`src/rtl/cdb_arbiter_pkg.sv`:
```
// Shared defaults and helpers for the CDB arbiter slice.
// Holds the default build widths and the round-robin pointer advance rule.
package cdb_arbiter_pkg;

  localparam int CDB_DATA_WIDTH = 32;
  localparam int CDB_ROB_DEPTH  = 64;
  localparam int CDB_NUM_REQ    = 4;

  // Explicit wrap compare so non-power-of-two requester counts work.
  function automatic int rr_next(input int k, input int n);
    return (k >= n - 1) ? 0 : k + 1;
  endfunction

endpackage

```
`src/rtl/cdb_arbiter_if.sv`:
```
// Requester result ports and CDB broadcast bundle between functional units and the arbiter.
// The slave side is the arbiter, the master side the functional units / snoopers.
interface cdb_arbiter_if
  import cdb_arbiter_pkg::*;
#(
  parameter int NUM_REQ    = CDB_NUM_REQ,
  parameter int DATA_WIDTH = CDB_DATA_WIDTH,
  parameter int ROB_DEPTH  = CDB_ROB_DEPTH
);
  localparam int TAG_WIDTH = $clog2(ROB_DEPTH);

  logic                                 i_flush;
  logic [NUM_REQ-1:0]                   i_req_valid;
  logic [NUM_REQ-1:0][DATA_WIDTH-1:0]   i_req_data;
  logic [NUM_REQ-1:0][TAG_WIDTH-1:0]    i_req_tag;
  logic [NUM_REQ-1:0]                   i_req_exc;
  logic [NUM_REQ-1:0]                   i_req_branch;
  logic [NUM_REQ-1:0]                   o_req_ready;
  logic                                 o_cdb_en;
  logic [DATA_WIDTH-1:0]                o_cdb_data;
  logic [TAG_WIDTH-1:0]                 o_cdb_tag;
  logic                                 o_cdb_exc;
  logic                                 o_cdb_branch;

  modport slave (
    input  i_flush, i_req_valid, i_req_data, i_req_tag, i_req_exc, i_req_branch,
    output o_req_ready, o_cdb_en, o_cdb_data, o_cdb_tag, o_cdb_exc, o_cdb_branch
  );

  modport master (
    output i_flush, i_req_valid, i_req_data, i_req_tag, i_req_exc, i_req_branch,
    input  o_req_ready, o_cdb_en, o_cdb_data, o_cdb_tag, o_cdb_exc, o_cdb_branch
  );

endinterface

```
`src/rtl/cdb_arbiter_rr_picker.sv`:
```
// Combinational round-robin picker: rotate valids so i_ptr sits at bit 0,
// priority-encode the lowest set bit, then map back to an absolute index.
module rr_picker #(
  parameter  int N  = 4,
  localparam int PW = $clog2(N)
) (
  input  logic [N-1:0]  i_valid,
  input  logic [PW-1:0] i_ptr,
  output logic [N-1:0]  o_grant,
  output logic [PW-1:0] o_idx,
  output logic          o_any
);
  localparam int SW = PW + 1;

  logic [N-1:0]  rot;
  logic [SW-1:0] sum;

  always_comb begin
    rot   = N'({i_valid, i_valid} >> i_ptr);
    o_any = |i_valid;
    sum   = {1'b0, i_ptr};
    for (int j = N - 1; j >= 0; j--) begin
      if (rot[j]) sum = {1'b0, i_ptr} + SW'(j);
    end
    if (sum >= SW'(N)) sum = sum - SW'(N);
    o_idx   = sum[PW-1:0];
    o_grant = o_any ? (N'(1) << o_idx) : '0;
  end

endmodule

```
`src/rtl/cdb_arbiter.sv`:
```
// Round-robin arbiter for the single Common Data Bus: grants one result per cycle
// and broadcasts it from an output register the following cycle.
module cdb_arbiter
  import cdb_arbiter_pkg::*;
#(
  parameter int DATA_WIDTH = CDB_DATA_WIDTH,
  parameter int ROB_DEPTH  = CDB_ROB_DEPTH,
  parameter int NUM_REQ    = CDB_NUM_REQ
) (
  input logic          clk,
  input logic          n_rst,
  cdb_arbiter_if.slave bus
);
  localparam int TAG_WIDTH = $clog2(ROB_DEPTH);
  localparam int PTR_WIDTH = $clog2(NUM_REQ);

  // Kept local so the packet widths follow this instance's parameters.
  typedef struct packed {
    logic [DATA_WIDTH-1:0] data;
    logic [TAG_WIDTH-1:0]  tag;
    logic                  exc;
    logic                  branch;
  } cdb_pkt_t;

  logic [PTR_WIDTH-1:0] rr_ptr_q, rr_ptr_d;
  logic                 cdb_en_q, cdb_en_d;
  cdb_pkt_t             pkt_q, pkt_d;
  logic [NUM_REQ-1:0]   grant;
  logic [PTR_WIDTH-1:0] win_idx;
  logic                 win_any;
  logic                 xfer;

  rr_picker #(.N(NUM_REQ)) u_picker (
    .i_valid (bus.i_req_valid),
    .i_ptr   (rr_ptr_q),
    .o_grant (grant),
    .o_idx   (win_idx),
    .o_any   (win_any)
  );

  always_comb begin
    xfer            = win_any && !bus.i_flush && n_rst;
    bus.o_req_ready = xfer ? grant : '0;
    cdb_en_d        = xfer;
    pkt_d           = pkt_q;
    rr_ptr_d        = rr_ptr_q;
    if (bus.i_flush) rr_ptr_d = '0;
    else if (xfer)   rr_ptr_d = PTR_WIDTH'(rr_next(int'(win_idx), NUM_REQ));
    if (xfer) begin
      pkt_d.data   = bus.i_req_data[win_idx];
      pkt_d.tag    = bus.i_req_tag[win_idx];
      pkt_d.exc    = bus.i_req_exc[win_idx];
      pkt_d.branch = bus.i_req_branch[win_idx];
    end
  end

  // Output register: payload holds its last value on idle cycles.
  always_ff @(posedge clk or negedge n_rst) begin
    if (!n_rst) begin
      rr_ptr_q <= '0;
      cdb_en_q <= 1'b0;
      pkt_q    <= '0;
    end else begin
      rr_ptr_q <= rr_ptr_d;
      cdb_en_q <= cdb_en_d;
      pkt_q    <= pkt_d;
    end
  end

  assign bus.o_cdb_en     = cdb_en_q;
  assign bus.o_cdb_data   = pkt_q.data;
  assign bus.o_cdb_tag    = pkt_q.tag;
  assign bus.o_cdb_exc    = pkt_q.exc;
  assign bus.o_cdb_branch = pkt_q.branch;

endmodule

```
`src/flat_wrapper.sv`:
```
// flat-port wrapper written by rule: the top's interface ports become plain ports
module cdb_arbiter_flat import cdb_arbiter_pkg::*;
#(
  parameter int DATA_WIDTH = CDB_DATA_WIDTH,
  parameter int ROB_DEPTH  = CDB_ROB_DEPTH,
  parameter int NUM_REQ    = CDB_NUM_REQ
)
  (clk, n_rst, bus_i_flush, bus_i_req_valid, bus_i_req_data, bus_i_req_tag, bus_i_req_exc, bus_i_req_branch, bus_o_req_ready, bus_o_cdb_en, bus_o_cdb_data, bus_o_cdb_tag, bus_o_cdb_exc, bus_o_cdb_branch);
  cdb_arbiter_if #(.NUM_REQ(NUM_REQ), .DATA_WIDTH(DATA_WIDTH), .ROB_DEPTH(ROB_DEPTH)) bus_i ();
  input logic clk;
  input logic n_rst;
  input wire logic [$bits(bus_i.i_flush)-1:0] bus_i_flush;
  input wire logic [$bits(bus_i.i_req_valid)-1:0] bus_i_req_valid;
  input wire logic [$bits(bus_i.i_req_data)-1:0] bus_i_req_data;
  input wire logic [$bits(bus_i.i_req_tag)-1:0] bus_i_req_tag;
  input wire logic [$bits(bus_i.i_req_exc)-1:0] bus_i_req_exc;
  input wire logic [$bits(bus_i.i_req_branch)-1:0] bus_i_req_branch;
  output wire logic [$bits(bus_i.o_req_ready)-1:0] bus_o_req_ready;
  output wire logic [$bits(bus_i.o_cdb_en)-1:0] bus_o_cdb_en;
  output wire logic [$bits(bus_i.o_cdb_data)-1:0] bus_o_cdb_data;
  output wire logic [$bits(bus_i.o_cdb_tag)-1:0] bus_o_cdb_tag;
  output wire logic [$bits(bus_i.o_cdb_exc)-1:0] bus_o_cdb_exc;
  output wire logic [$bits(bus_i.o_cdb_branch)-1:0] bus_o_cdb_branch;
  assign bus_i.i_flush = bus_i_flush;
  assign bus_i.i_req_valid = bus_i_req_valid;
  assign bus_i.i_req_data = bus_i_req_data;
  assign bus_i.i_req_tag = bus_i_req_tag;
  assign bus_i.i_req_exc = bus_i_req_exc;
  assign bus_i.i_req_branch = bus_i_req_branch;
  assign bus_o_req_ready = bus_i.o_req_ready;
  assign bus_o_cdb_en = bus_i.o_cdb_en;
  assign bus_o_cdb_data = bus_i.o_cdb_data;
  assign bus_o_cdb_tag = bus_i.o_cdb_tag;
  assign bus_o_cdb_exc = bus_i.o_cdb_exc;
  assign bus_o_cdb_branch = bus_i.o_cdb_branch;
  cdb_arbiter #(.DATA_WIDTH(DATA_WIDTH), .ROB_DEPTH(ROB_DEPTH), .NUM_REQ(NUM_REQ)) u_core (.clk(clk), .n_rst(n_rst), .bus(bus_i));
endmodule
```
`config.mk`:
```
export PLATFORM = sky130hd
export DESIGN_NAME = cdb_arbiter_flat
export DESIGN_NICKNAME = d
export VERILOG_FILES = /design/src/rtl/cdb_arbiter_pkg.sv /design/src/rtl/cdb_arbiter_if.sv /design/src/rtl/cdb_arbiter_rr_picker.sv /design/src/rtl/cdb_arbiter.sv /design/src/flat_wrapper.sv
export SDC_FILE = /design/constraint.sdc
export NUM_CORES = 1
export LEC_CHECK = 0
export ABC_CLOCK_PERIOD_IN_PS = 2200
export CAP_MARGIN = 25
export CORE_MARGIN = 10
export CORE_UTILIZATION = 39
export CTS_CLUSTER_SIZE = 8
export DETAILED_ROUTE_END_ITERATION = 10
export PLACE_DENSITY = 0.91
export SYNTH_ARGS = -nofsm -noshare
export SYNTH_HDL_FRONTEND = slang
export SYNTH_SLANG_ARGS = --single-unit
```
`constraint.sdc`:
```
create_clock -name clk -period 2.2 [get_ports clk]
set_clock_uncertainty 0.2 [all_clocks]
set_input_delay 0.44 -clock clk [delete_from_list [all_inputs] [get_ports clk]]
set_output_delay 0.44 -clock clk [all_outputs]
set_load 0.01 [all_outputs]
```
==> results of run 1 <==
cells in the final DEF, fill, tap and decap left out, types with 2 or more instances in the layout:
cell type | Yosys | final
inv_1 | 40 | 40
o211ai_2 | 40 | 40
nand2_2 | 0 | 2
clkdlybuf4s50_1 | 0 | 202
mux2_1 | 2 | 2
clkbuf_8 | 0 | 7
nor2_1 | 3 | 2
nand2b_1 | 41 | 40
buf_6 | 10 | 3
mux2_4 | 37 | 37
clkbuf_16 | 0 | 2
o2111ai_1 | 40 | 40
buf_2 | 2 | 7
a211oi_1 | 2 | 2
buf_12 | 0 | 3
o211a_1 | 41 | 40
dfrtp_1 | 43 | 42
buf_4 | 0 | 26
nor3_2 | 0 | 3
nor2b_4 | 0 | 3
metrics by stage:
stage               utilization [%]  total power, mW  cells  TNS (ns)  instance area, sq um
global placement               64.7             2.82    675    -25.20                  6010
detailed placement             64.7             2.88    675    -29.81                  6010
floorplan                         -             1.98    351         0                  3740
CTS                            66.3             3.48    687    -0.817                  6160
finish                         67.6             3.53    692     -2.82                  6280
global route                   67.6             3.71    692     -5.26                  6280
kinds of logic after synthesis:
| group | share of synthesized area (%) |
|---|---|
| compound gates | 35.6 |
| buf+inv | 10.4 |
| simple gates | 9.12 |
| flops | 28.8 |
| mux | 15.8 |
| fa+ha+maj | 0.335 |
layout make-up:
cell class,count,area (sq um),share of cell area (%)
tap,129,161,2.57
clock buffer,8,100,1.59
inverter,42,160,2.55
timing repair buffer,244,2410,38.3
multi-input combinational,226,2370,37.8
sequential,43,1080,17.2
worst paths after layout:
path                                            from                   endpoint  slack [ns]  depth (start not counted)
setup reg to reg                  u_core.rr_ptr_q[0]    u_core.bus.o_cdb_tag[4]       -0.11                          7
hold reg to reg            u_core.bus.o_cdb_data[19]  u_core.bus.o_cdb_data[19]        0.39                          2
min in group clk           u_core.bus.o_cdb_data[19]  u_core.bus.o_cdb_data[19]        0.39                          2
max in group asynchronous                      n_rst         u_core.rr_ptr_q[1]        1.28                          2
setup / recovery                  u_core.rr_ptr_q[0]         bus_o_req_ready[2]       -0.16                          7
hold / removal                                 n_rst  u_core.bus.o_cdb_data[11]        0.07                          2
synthesized netlist by cell type (all sizes together):
library cell  instances
a2111o                1
a211oi                2
a2bb2oi               1
and2                  1
and3                  1
buf                  12
clkbuf               28
dfrtp                43
ha                    1
inv                  42
mux2                 40
nand2                 3
nand2b               42
nor2                  3
nor2b                 4
nor3                  3
o2111ai              40
o211a                41
o211ai               40
o21ai                 2
o41a                  1
where the power goes:
group | internal, mW | leakage, nW | switching, mW
clock network | 0.287 | 0.0515 | 0.286
logic | 1.12 | 2.17 | 0.774
registers | 0.975 | 0.478 | 0.0880
total | 2.38 | 2.70 | 1.15
state kept, by name, indices dropped and copies added, names as in the netlist:
register	flops
u_core.bus.o_cdb_branch	1
u_core.bus.o_cdb_data	32
u_core.bus.o_cdb_en	1
u_core.bus.o_cdb_exc	1
u_core.bus.o_cdb_tag	6
u_core.rr_ptr_q	2
timing repair:
item                       4_1_cts  5_1_grt
setup endpoints to repair       44       44
gates resized for setup         43       10
cloned                           0        3
setup buffers                    4        2
pin swaps                        3        3
routing by layer:
layer	GRT usage, %	up-vias
met2	35.2	190
met1	21.8	1773
met4	6.34	0
met5	0	-
li1	-	1743
met3	6.47	26
==> impl_metrics.tcl, run 1 <==
set metrics [dict create \
    path_max_fanout 5 \
    hold_slack_ns 0.0736 \
    worst_slew_pin_slew_ns 0.607 \
    via_count 3732 \
    slew-limit-headroom_pct 59.5 \
    dr.pass1.iters 4 \
    wl_per_cell_microns 21.6 \
    grt_max_degree 44 \
    row_count 35 \
    cts_buffers 5 \
    drc 0 \
    powerDensity_nw_per_um2 562 \
    post_drt_via_cell_ratio 5.39 \
    syn-cell-area_sq_um 3730 \
    synth-seq-cells 43 \
    crit_buf_inv 2 \
    first_iter_violations 163 \
    clk_pin_slew_ns 0.09 \
    path_class "reg2out" \
    grt_usage_pct 19.9 \
    initial_core_util_pct 40.2 \
    synth_top_area_share_pct 28.8 \
    cp-end-kind "output port" \
    postSynthAreaPerCell_sq_um 10.6 \
    syn-num-nets 519 \
    postCtsHoldBufs 0 \
    wl_met2_microns 7640 \
    cpPeakStageDelay_ns 0.42 \
    core_area_sq_um 9280 \
    grt_pass1_vias 4121 \
    area_delta_synth_final_pct 68.1 \
    cp_slowest_cell "dfrtp_1" \
    drt-met1-wl_microns 5710 \
    rsz0062_at_grt "yes" \
    critPathLaunchType "flop" \
    arrival_ns 1.72 \
    wl_microns 15000 \
    antenna_found_initial 0 \
    critPathTopFamily "compound AO/OA/AOI/OAI gates" \
    cts.sinks 43 \
    fin_crit_ns 2.36 \
    ctsLongestPathBuffers 2 \
    clock_latency_ns 0.29 \
    grt_first_pass_wirelength_microns 22500 \
    setup_viol 43 \
    dp_hpwl_microns 10900 \
    grt_overflow 0 \
    cp.required_ns 1.56 \
    dr_wl_met3_microns 1260 \
    cts_tree "yes" \
    finalCritPeriodShare_pct 107 \
    routed.top_layer "met4" \
    min_path_type "in2async" \
    cts_max_level 2 \
    drive_above_1_share_pct 26.5 \
    ys_warn_count 0 \
    io_pins 212 \
    chipHeight_microns 118 \
    n_antenna_cell 0 \
    nets 730 \
    p_leak_nw 2.70 \
    final_max_slew_viol_count 0 \
    dieArea_sq_um 13900 \
    synth_cell_types 28 \
    gp_congestion 0.787 \
    hold_viol_final 0 \
    violations "negative setup slack" \
    synthCells 351 \
    outcome "finished, violations left" \
    port_buffers 211 \
    synth_area_leader_cell "dfrtp_1" \
    ys_seq_area_share_pct 28.8 \
    route.antenna.remaining_nets 0 \
    synth.area.top_cells "dfrtp_1, mux2_4, o211ai_2" \
    clockRootBuffer "clkbuf_8" \
    die_x_microns 118 \
    fillers 689 \
    setup_ws_ns -0.158 \
    timing.fmax_mhz 424 \
    preCtsSetupSlack_ns -0.875 \
    crit_chain "nor2b_4, a2bb2oi_4, o211a_4, inv_4, ha_4, and2_4, buf_6" \
    maxCapViolations 0 \
    vdd_drop_max_uv 308 \
]
No activity file was read; power rests on OpenSTA's default activity.
==> inputs of run 2 (changes only) <==
ABC_CLOCK_PERIOD_IN_PS = unset   (was 2200)
==> results of run 2 <==
Same layout as run 1: the final DEF is identical, and so are final timing and power.
